==> src/rtl/rs232_stream_tx.sv <==
// rs232_stream_tx: serialises byte [7:0] of each accepted stream word onto a UART TX line.
// Latency: stb seen in cycle T -> ack in T+1 -> start bit on tx in T+2; frame is 10*DIVIDER cycles (11*DIVIDER with parity).
// Backpressure: no buffering; ack is only offered in IDLE, so a producer holding stb waits until the stop bit has finished.
//
// Ports:
//   clk             system clock, all logic on the rising edge
//   rst             synchronous active-high reset; abandons any frame in flight
//   input_data      stream word; only [7:0] is transmitted, [31:8] is ignored
//   input_data_stb  producer strobe, held while input_data is valid
//   input_data_ack  registered acknowledge; a word transfers on a cycle with stb && ack
//   tx              serial line, idle high
//
// Configuration:
//   RS232_STREAM_TX_PARITY_EN  when defined, an even-parity bit is sent between the last
//                              data bit and the stop bit (8E1). Undefined gives 8N1.
//
// DIVIDER = CLOCK_FREQUENCY / BAUD_RATE (truncated) must be at least 2.

module rs232_stream_tx #(
  parameter int CLOCK_FREQUENCY = 100000000,
  parameter int BAUD_RATE       = 115200
) (
  input  logic        clk,
  input  logic        rst,
  input  logic [31:0] input_data,
  input  logic        input_data_stb,
  output logic        input_data_ack,
  output logic        tx
);

  localparam int DIVIDER = CLOCK_FREQUENCY / BAUD_RATE;
  localparam int CNT_W   = (DIVIDER > 1) ? $clog2(DIVIDER) : 1;
  localparam logic [CNT_W-1:0] BAUD_LAST = CNT_W'(DIVIDER - 1);

`ifdef RS232_STREAM_TX_PARITY_EN
  typedef enum logic [2:0] {
    IDLE   = 3'd0,
    START  = 3'd1,
    DATA   = 3'd2,
    PARITY = 3'd3,
    STOP   = 3'd4
  } state_t;
`else
  typedef enum logic [2:0] {
    IDLE  = 3'd0,
    START = 3'd1,
    DATA  = 3'd2,
    STOP  = 3'd4
  } state_t;
`endif

  state_t           state;
  logic [CNT_W-1:0] baud_cnt;
  logic [2:0]       bit_cnt;
  logic [7:0]       shift;
  logic             bit_end;

`ifdef RS232_STREAM_TX_PARITY_EN
  // Parity is computed once at capture, before the shift register is consumed.
  logic             parity;
`endif

  // Upper word bits carry nothing for this transmitter.
  logic unused_upper;
  assign unused_upper = ^input_data[31:8];

  // Last cycle of the current bit period.
  assign bit_end = (baud_cnt == BAUD_LAST);

  always_ff @(posedge clk) begin
    if (rst) begin
      state          <= IDLE;
      tx             <= 1'b1;
      input_data_ack <= 1'b0;
      bit_cnt        <= '0;
      baud_cnt       <= '0;
      shift          <= '0;
`ifdef RS232_STREAM_TX_PARITY_EN
      parity         <= 1'b0;
`endif
    end else begin
      case (state)
        IDLE: begin
          tx       <= 1'b1;
          baud_cnt <= '0;
          bit_cnt  <= '0;
          if (input_data_stb && input_data_ack) begin
            // Transfer: tx drops in the same edge, so the start bit is
            // already on the line in the first START cycle.
            shift          <= input_data[7:0];
`ifdef RS232_STREAM_TX_PARITY_EN
            parity         <= ^input_data[7:0];
`endif
            input_data_ack <= 1'b0;
            tx             <= 1'b0;
            state          <= START;
          end else if (input_data_stb) begin
            input_data_ack <= 1'b1;
          end else begin
            // Covers a producer withdrawing stb while ack is offered:
            // the offer is dropped and nothing is captured.
            input_data_ack <= 1'b0;
          end
        end

        START: begin
          if (bit_end) begin
            baud_cnt <= '0;
            tx       <= shift[0];
            state    <= DATA;
          end else begin
            baud_cnt <= baud_cnt + 1'b1;
          end
        end

        DATA: begin
          if (bit_end) begin
            baud_cnt <= '0;
            if (bit_cnt == 3'd7) begin
`ifdef RS232_STREAM_TX_PARITY_EN
              tx    <= parity;
              state <= PARITY;
`else
              tx    <= 1'b1;
              state <= STOP;
`endif
            end else begin
              // tx is registered, so present the next bit (shift[1])
              // at the same edge that retires the current one.
              bit_cnt <= bit_cnt + 3'd1;
              shift   <= {1'b0, shift[7:1]};
              tx      <= shift[1];
            end
          end else begin
            baud_cnt <= baud_cnt + 1'b1;
          end
        end

`ifdef RS232_STREAM_TX_PARITY_EN
        PARITY: begin
          if (bit_end) begin
            baud_cnt <= '0;
            tx       <= 1'b1;
            state    <= STOP;
          end else begin
            baud_cnt <= baud_cnt + 1'b1;
          end
        end
`endif

        STOP: begin
          if (bit_end) begin
            // IDLE must see stb for a cycle before offering ack again,
            // which gives the fixed two-cycle idle gap between frames.
            baud_cnt <= '0;
            tx       <= 1'b1;
            state    <= IDLE;
          end else begin
            baud_cnt <= baud_cnt + 1'b1;
          end
        end

        default: begin
          state          <= IDLE;
          tx             <= 1'b1;
          input_data_ack <= 1'b0;
          baud_cnt       <= '0;
          bit_cnt        <= '0;
        end
      endcase
    end
  end

  // ack is only ever offered from IDLE and is a single-cycle pulse.
  ack_only_in_idle: assert property (@(posedge clk) disable iff (rst)
    input_data_ack |-> (state == IDLE));

  ack_single_cycle: assert property (@(posedge clk) disable iff (rst)
    input_data_ack |=> !input_data_ack);

endmodule

==> config.mk <==
export PLATFORM = sky130hd
export DESIGN_NAME = rs232_stream_tx
export DESIGN_NICKNAME = d
export VERILOG_FILES = /design/src/rtl/rs232_stream_tx.sv
export SDC_FILE = /design/constraint.sdc
export NUM_CORES = 1
export LEC_CHECK = 0
export CAP_MARGIN = 20
export CORE_MARGIN = 2
export CORE_UTILIZATION = 55
export CTS_CLUSTER_SIZE = 16
export DETAILED_ROUTE_END_ITERATION = 10
export DONT_BUFFER_PORTS = 1
export GPL_TIMING_DRIVEN = 0
export PLACE_DENSITY = 0.71
export RECOVER_POWER = 100
export SLEW_MARGIN = 10
export SYNTH_ARGS = -nofsm -noshare
export SYNTH_HDL_FRONTEND = slang
export SYNTH_SLANG_ARGS = --single-unit
==> constraint.sdc <==
create_clock -name clk -period 1.8 [get_ports clk]
set_input_delay 0.36 -clock clk [delete_from_list [all_inputs] [get_ports clk]]
set_output_delay 0.36 -clock clk [all_outputs]
set_load 0.01 [all_outputs]
# Word level (Yosys, flattened, before mapping)
# Cells that the tools add are included.
[word_totals]
regBits = 26
input_bits = 35
out_inout_bits = 2
wordCells = 53
[op_classes]
n_addsub = 2
eq_ne = 11
n_mux = 22
n_bitwise = 2
n_reduce_logical = 10
[op_table]
columns = ["operator", "n"]
rows = [
  ["$mux 8", 3],
  ["$mux 3", 7],
  ["$pmux 8 s2", 1],
  ["$ne 2x2->1 const B", 6],
  ["$pmux 3 s4", 1],
  ["$add 10x1->10 const B", 1],
  ["$eq 10x10->1 const B", 1],
  ["$mux 1", 7],
  ["$eq 3x3->1 const B", 2],
  ["$pmux 3 s2", 1],
  ["$reduce_and 3->1", 2],
  ["$reduce_or 3->1", 2],
  ["$reduce_and 5->1", 1],
  ["$pmux 1 s4", 1],
  ["$reduce_and 4->1", 1],
  ["$add 3x1->3 const B", 1],
  ["$eq 3x1->1 const B", 1],
  ["$eq 3x2->1 const B", 1],
  ["$logic_not 3->1", 1],
  ["$not 1->1", 2],
  ["$pmux 1 s2", 1],
  ["$reduce_bool 2->1", 1],
  ["$reduce_or 2->1", 1],
  ["$logic_and 1x1->1", 1],
]

# Depth between registers and ports, before layout
[logic_depth]
ltp_word = 4
ltp_mapped = 7
mapped_depth_nobuf = 6

# Worst setup path after synthesis
# Ideal clock, no wire load.
[synth_path]
path_type = "flip-flop to flip-flop"
start = "register baud_cnt[0]"
end = "register baud_cnt[2]"
setup_time_ns = 0.064
t_arrival_ns = 1.577
t_required_ns = 1.736
setup_slack_ns = 0.159
stages_incl_launch_ff = 8
path_buffers = 2
period_less_slack_ns = 1.641
cell_sequence = "dfxtp_1 ha_1 nor4bb_4 and3_1 buf_6 or3_1 buf_6 nor2_1"
[synth_between]
elab_chain_len = 2
elab_cells_between_ends = 3
cone_classes = "add/sub (1); eq/ne (1); reduce/logical (1)"
[synth_lines]
columns = ["item", "line", "text"]
rows = [
  ["start, declared", "53", "logic [CNT_W-1:0] baud_cnt;"],
  ["start signal, assigned", "112", "baud_cnt <= baud_cnt + 1'b1;"],
  ["start signal, assigned", "135", "baud_cnt <= baud_cnt + 1'b1;"],
  ["start signal, assigned", "159", "baud_cnt <= baud_cnt + 1'b1;"],
  ["branches (longest 2 deep; another with $add 10x1->10)", "-", ""],
]
# Parallel ways; which one is timed is not known.
# A chain may end at the register's enable or synchronous reset.

# Worst setup path after layout
[layout_path]
start = "register bit_cnt[0]"
end = "register shift[3]"
[layout_between]
elab_chain_len = 3
[layout_lines]
columns = ["item", "line", "text"]
rows = [
  ["start, declared", "54", "logic [2:0] bit_cnt;"],
  ["start signal, assigned", "130", "bit_cnt <= bit_cnt + 3'd1;"],
  ["$eq 3x3->1", "119", "if (bit_cnt == 3'd7) begin"],
  ["$ne 2x2->1 (no source line)", "-", ""],
  ["$reduce_and 4->1 (no source line)", "-", ""],
  ["end signal, assigned", "90", "shift <= input_data[7:0];"],
  ["end signal, assigned", "131", "shift <= {1'b0, shift[7:1]};"],
  ["end, declared", "55", "logic [7:0] shift;"],
]
# No other way between the ends.

==> results by group <==
Floorplanning
  • Core Area: 2250 um^2
  • Chip width: 53.5 um
  • Initial Util: 59.7%
  • Die area: 2860 um^2
  • Die Y: 53.5 um
  • Row cnt: 17
  • IO Pins: 37

STA
  • Relative slew slack: 69.1%
  • Max Slew Vio Count: 0
  • Final hold violations: 0
  • Unrepaired setup endpoints after global routing: false
  • Final setup viols: 0
  • Final worst slack: 75.2 ps
  • Fin crit period: 1720 ps
  • Slew of the pin with the lowest slew margin: 464 ps
  • Final Cycle Share: 95.8%
  • Setup Skew: 2.25 ps
  • Hold WS: 151 ps
  • Achievable Freq: 580 MHz

Flow run
  • Maxcap violations: 0

Clock tree
  • Clock latency on the worst-skew pair: 320 ps
  • Clock slew at reported path FFs: 140 ps
  • CTS H-tree lvls: 1
  • Post-CTS Setup Repair Bufs: 0
  • CTS Hold Bufs: 0
  • Clock buffer depth: 2
  • TritonCTS clock tree: built
  • Root Driver: clkbuf_4
  • CTS Buf Count: 3
  • Num Clock Sinks: 26

Outcome
  • Status: completed

Layout
  • Final Instance Count excl. Fillers: 181
  • Final Util: 64.8%
  • Area of the multi-input gates: 772 um^2
  • Layout Area Growth over Synthesis: 8.65%
  • Filler cell count: 205
  • Register area: 522 um^2
  • Most frequent cells in the layout: dfxtp_1 (25), nor2_1 (16), nor3_1 (9), nand2_1 (8), a211oi_1 (8)
  • # diodes: 0
  • Commonest non-fill, non-tap cell in the layout: dfxtp_1
  • Nets: 192
  • Fin area: 1460 um^2
  • Share of cells above drive strength 1: 13.7%

Placement
  • Buffers on Ports: 0
  • Hpwl dp: 1840 um
  • DP Area: 1380 um^2
  • Dpl ws: -41.5 ps
  • Placed cell count: 177
  • Routability cong.: 0.824

Setup path
  • Worst R2R Setup Slack: 80 ps
  • Critical Path RT: 2040 ps
  • Crit path to: shift[3]$_SDFFE_PP0P_
  • WS Path Type: register to register
  • Worst-path fanout max: 9
  • Critical Path AT: 1960 ps
  • Critical R2R Capture: shift[3]$_SDFFE_PP0P_
  • Startpoint types: register
  • Crit path from: bit_cnt[0]$_SDFFE_PP0P_
  • Worst r2r src: bit_cnt[0]$_SDFFE_PP0P_
  • Reg2Reg Depth: 7
  • Critical path endpoint category: register

Pwr
  • Logic pwr share: 6.3%
  • Switch share: 20.9%
  • Clock power frac: 37.2%
  • Sequential power share: 56.4%
  • VDD IR-drop max: 0.631 mV
  • Static Leak: 0.458 nW
  • Psw: 0.000223 W
  • PD cells: 732 nW/um^2
  • Int Pwr: 0.000846 W

Routing
  • DR pass1 iterations: 4
  • 1st-iter DRT viols: 16
  • Routed WL per cell: 13.8 um
  • Drt drc: 0
  • Routed via count: 1096
  • Final WL: 2510 um
  • Post-route ant nets: 0
  • Via density: 6.06

Synthesis
  • Syn Inst Count: 149
  • Yosys cell types: 37
  • EDFF count, synth: 0
  • Synth warn: 0
  • Mapped Avg Cell Area: 9.03 um^2
  • Share of flip-flops with an asynchronous set or reset: 0%
  • FF+latch count, synth: 26
  • Ys flop type: dfxtp_1
  • Seq/Total Area, Yosys: 38.7%
  • Mapped cell area: 1350 um^2
  • Syn nets: 187

Global routing
  • Vias in the first global route: 965
  • Pin count of the biggest net entering global routing: 16
  • Total GRT Usage: 19.8%
  • First-pass GRT wire length: 4080 um
  • Initial antenna violation count: 0
  • Global route overflow: 0

Worst hold path
  • Hold Crit Class: primary input to register
  • Hold Path Depth: 2
[repair_timing]
action,in CTS,in global routing
cloned,0,0
pin swaps,1,3
resized for setup,1,9
setup endpoints to repair,3,21
[stage by stage]
step / TNS (ps) / power (W)
2_1_floorplan: 0 / 0.000669
3_3_place_gp: 0 / 0.000680
3_5_place_dp: -41.5 / 0.000682
4_1_cts: 0 / 0.00108
5_1_grt: 0 / 0.00111
6_report: 0 / 0.00107
[per-layer routing]
metal  GRT usage, %  up-vias  routed length [um]
met5              0        -                   0
met4           7.69        0                  27
met3           2.54        4                  61
met2           34.4       14                1250
met1           24.5      523                1170
li1               -      555                   -
[worst max-delay path, stage by stage (launching register included)]
cell	delay, ps
dfxtp_1	340
ha_1	220
ha_4	180
and4b_1	260
and4_4	230
buf_6	130
nor3_1	50
a211oi_1	220
[power by group through the flow]
stage / combinational [W] / sequential [W] / clock (W)
3_5_place_dp: 0.0000664 / 0.000616 / 0
4_1_cts: 0.0000666 / 0.000603 / 0.000409
2_1_floorplan: 0.0000556 / 0.000613 / 0
5_1_grt: 0.0000758 / 0.000606 / 0.000433
6_report: 0.0000676 / 0.000604 / 0.000398
3_3_place_gp: 0.0000645 / 0.000615 / 0
[kinds of logic (layout without fill, tap and decap cells)]
group           count (synthesis)  in the layout  synth area share (%)
fa+ha+maj                       3              3                  2.79
xor+xnor                       10             10                  6.51
buf+inv                        13             17                  5.49
mux                             7              7                  5.21
simple gates                   68             68                  29.5
compound gates                 22             22                  11.8
flops                          26             26                  38.7
[sequential cells by signal, summed over array words and instances (netlist names)]
signal          count
baud_cnt           10
bit_cnt             3
input_data_ack      1
shift               8
state               3
tx                  1
[worst min path at each step]
stage,slack [ps],endpoint,startpoint
global placement,440,baud_cnt[0]$_SDFF_PP0_,baud_cnt[0]$_SDFF_PP0_
CTS,150,shift[7]$_SDFFE_PP0P_,input_data[7]
finish,150,shift[7]$_SDFFE_PP0P_,input_data[7]
global route,150,shift[7]$_SDFFE_PP0P_,input_data[7]
detailed placement,450,baud_cnt[0]$_SDFF_PP0_,baud_cnt[0]$_SDFF_PP0_
floorplan,430,baud_cnt[0]$_SDFF_PP0_,baud_cnt[0]$_SDFF_PP0_
[cell usage after synthesis (3+ instances only)]
library cell | number | area [um^2]
a211oi_1 | 8 | 60.1
a21oi_1 | 3 | 15.0
clkbuf_1 | 4 | 15.0
dfxtp_1 | 26 | 521
ha_1 | 3 | 37.5
inv_1 | 3 | 11.3
mux2i_1 | 7 | 70.1
nand2_1 | 9 | 33.8
nand2b_1 | 3 | 18.8
nand3_1 | 5 | 25.0
nand3b_1 | 3 | 22.5
nor2_1 | 15 | 56.3
nor2_2 | 3 | 18.8
nor3_1 | 10 | 50.1
o21ai_0 | 3 | 15.0
or3_1 | 3 | 18.8
xnor2_1 | 7 | 61.3
xor2_1 | 3 | 26.3
[layout make-up]
| class | count | share of cell area [%] |
|---|---|---|
| Multi-Input combinational cell | 110 | 52.8 |
| Sequential cell | 26 | 35.7 |
| Clock inverter | 1 | 2.05 |
| Clock buffer | 3 | 1.54 |
| Buffer | 10 | 4.71 |
| Tap cell | 28 | 2.40 |
| Inverter | 3 | 0.771 |
(Power assumes the default switching activity.)
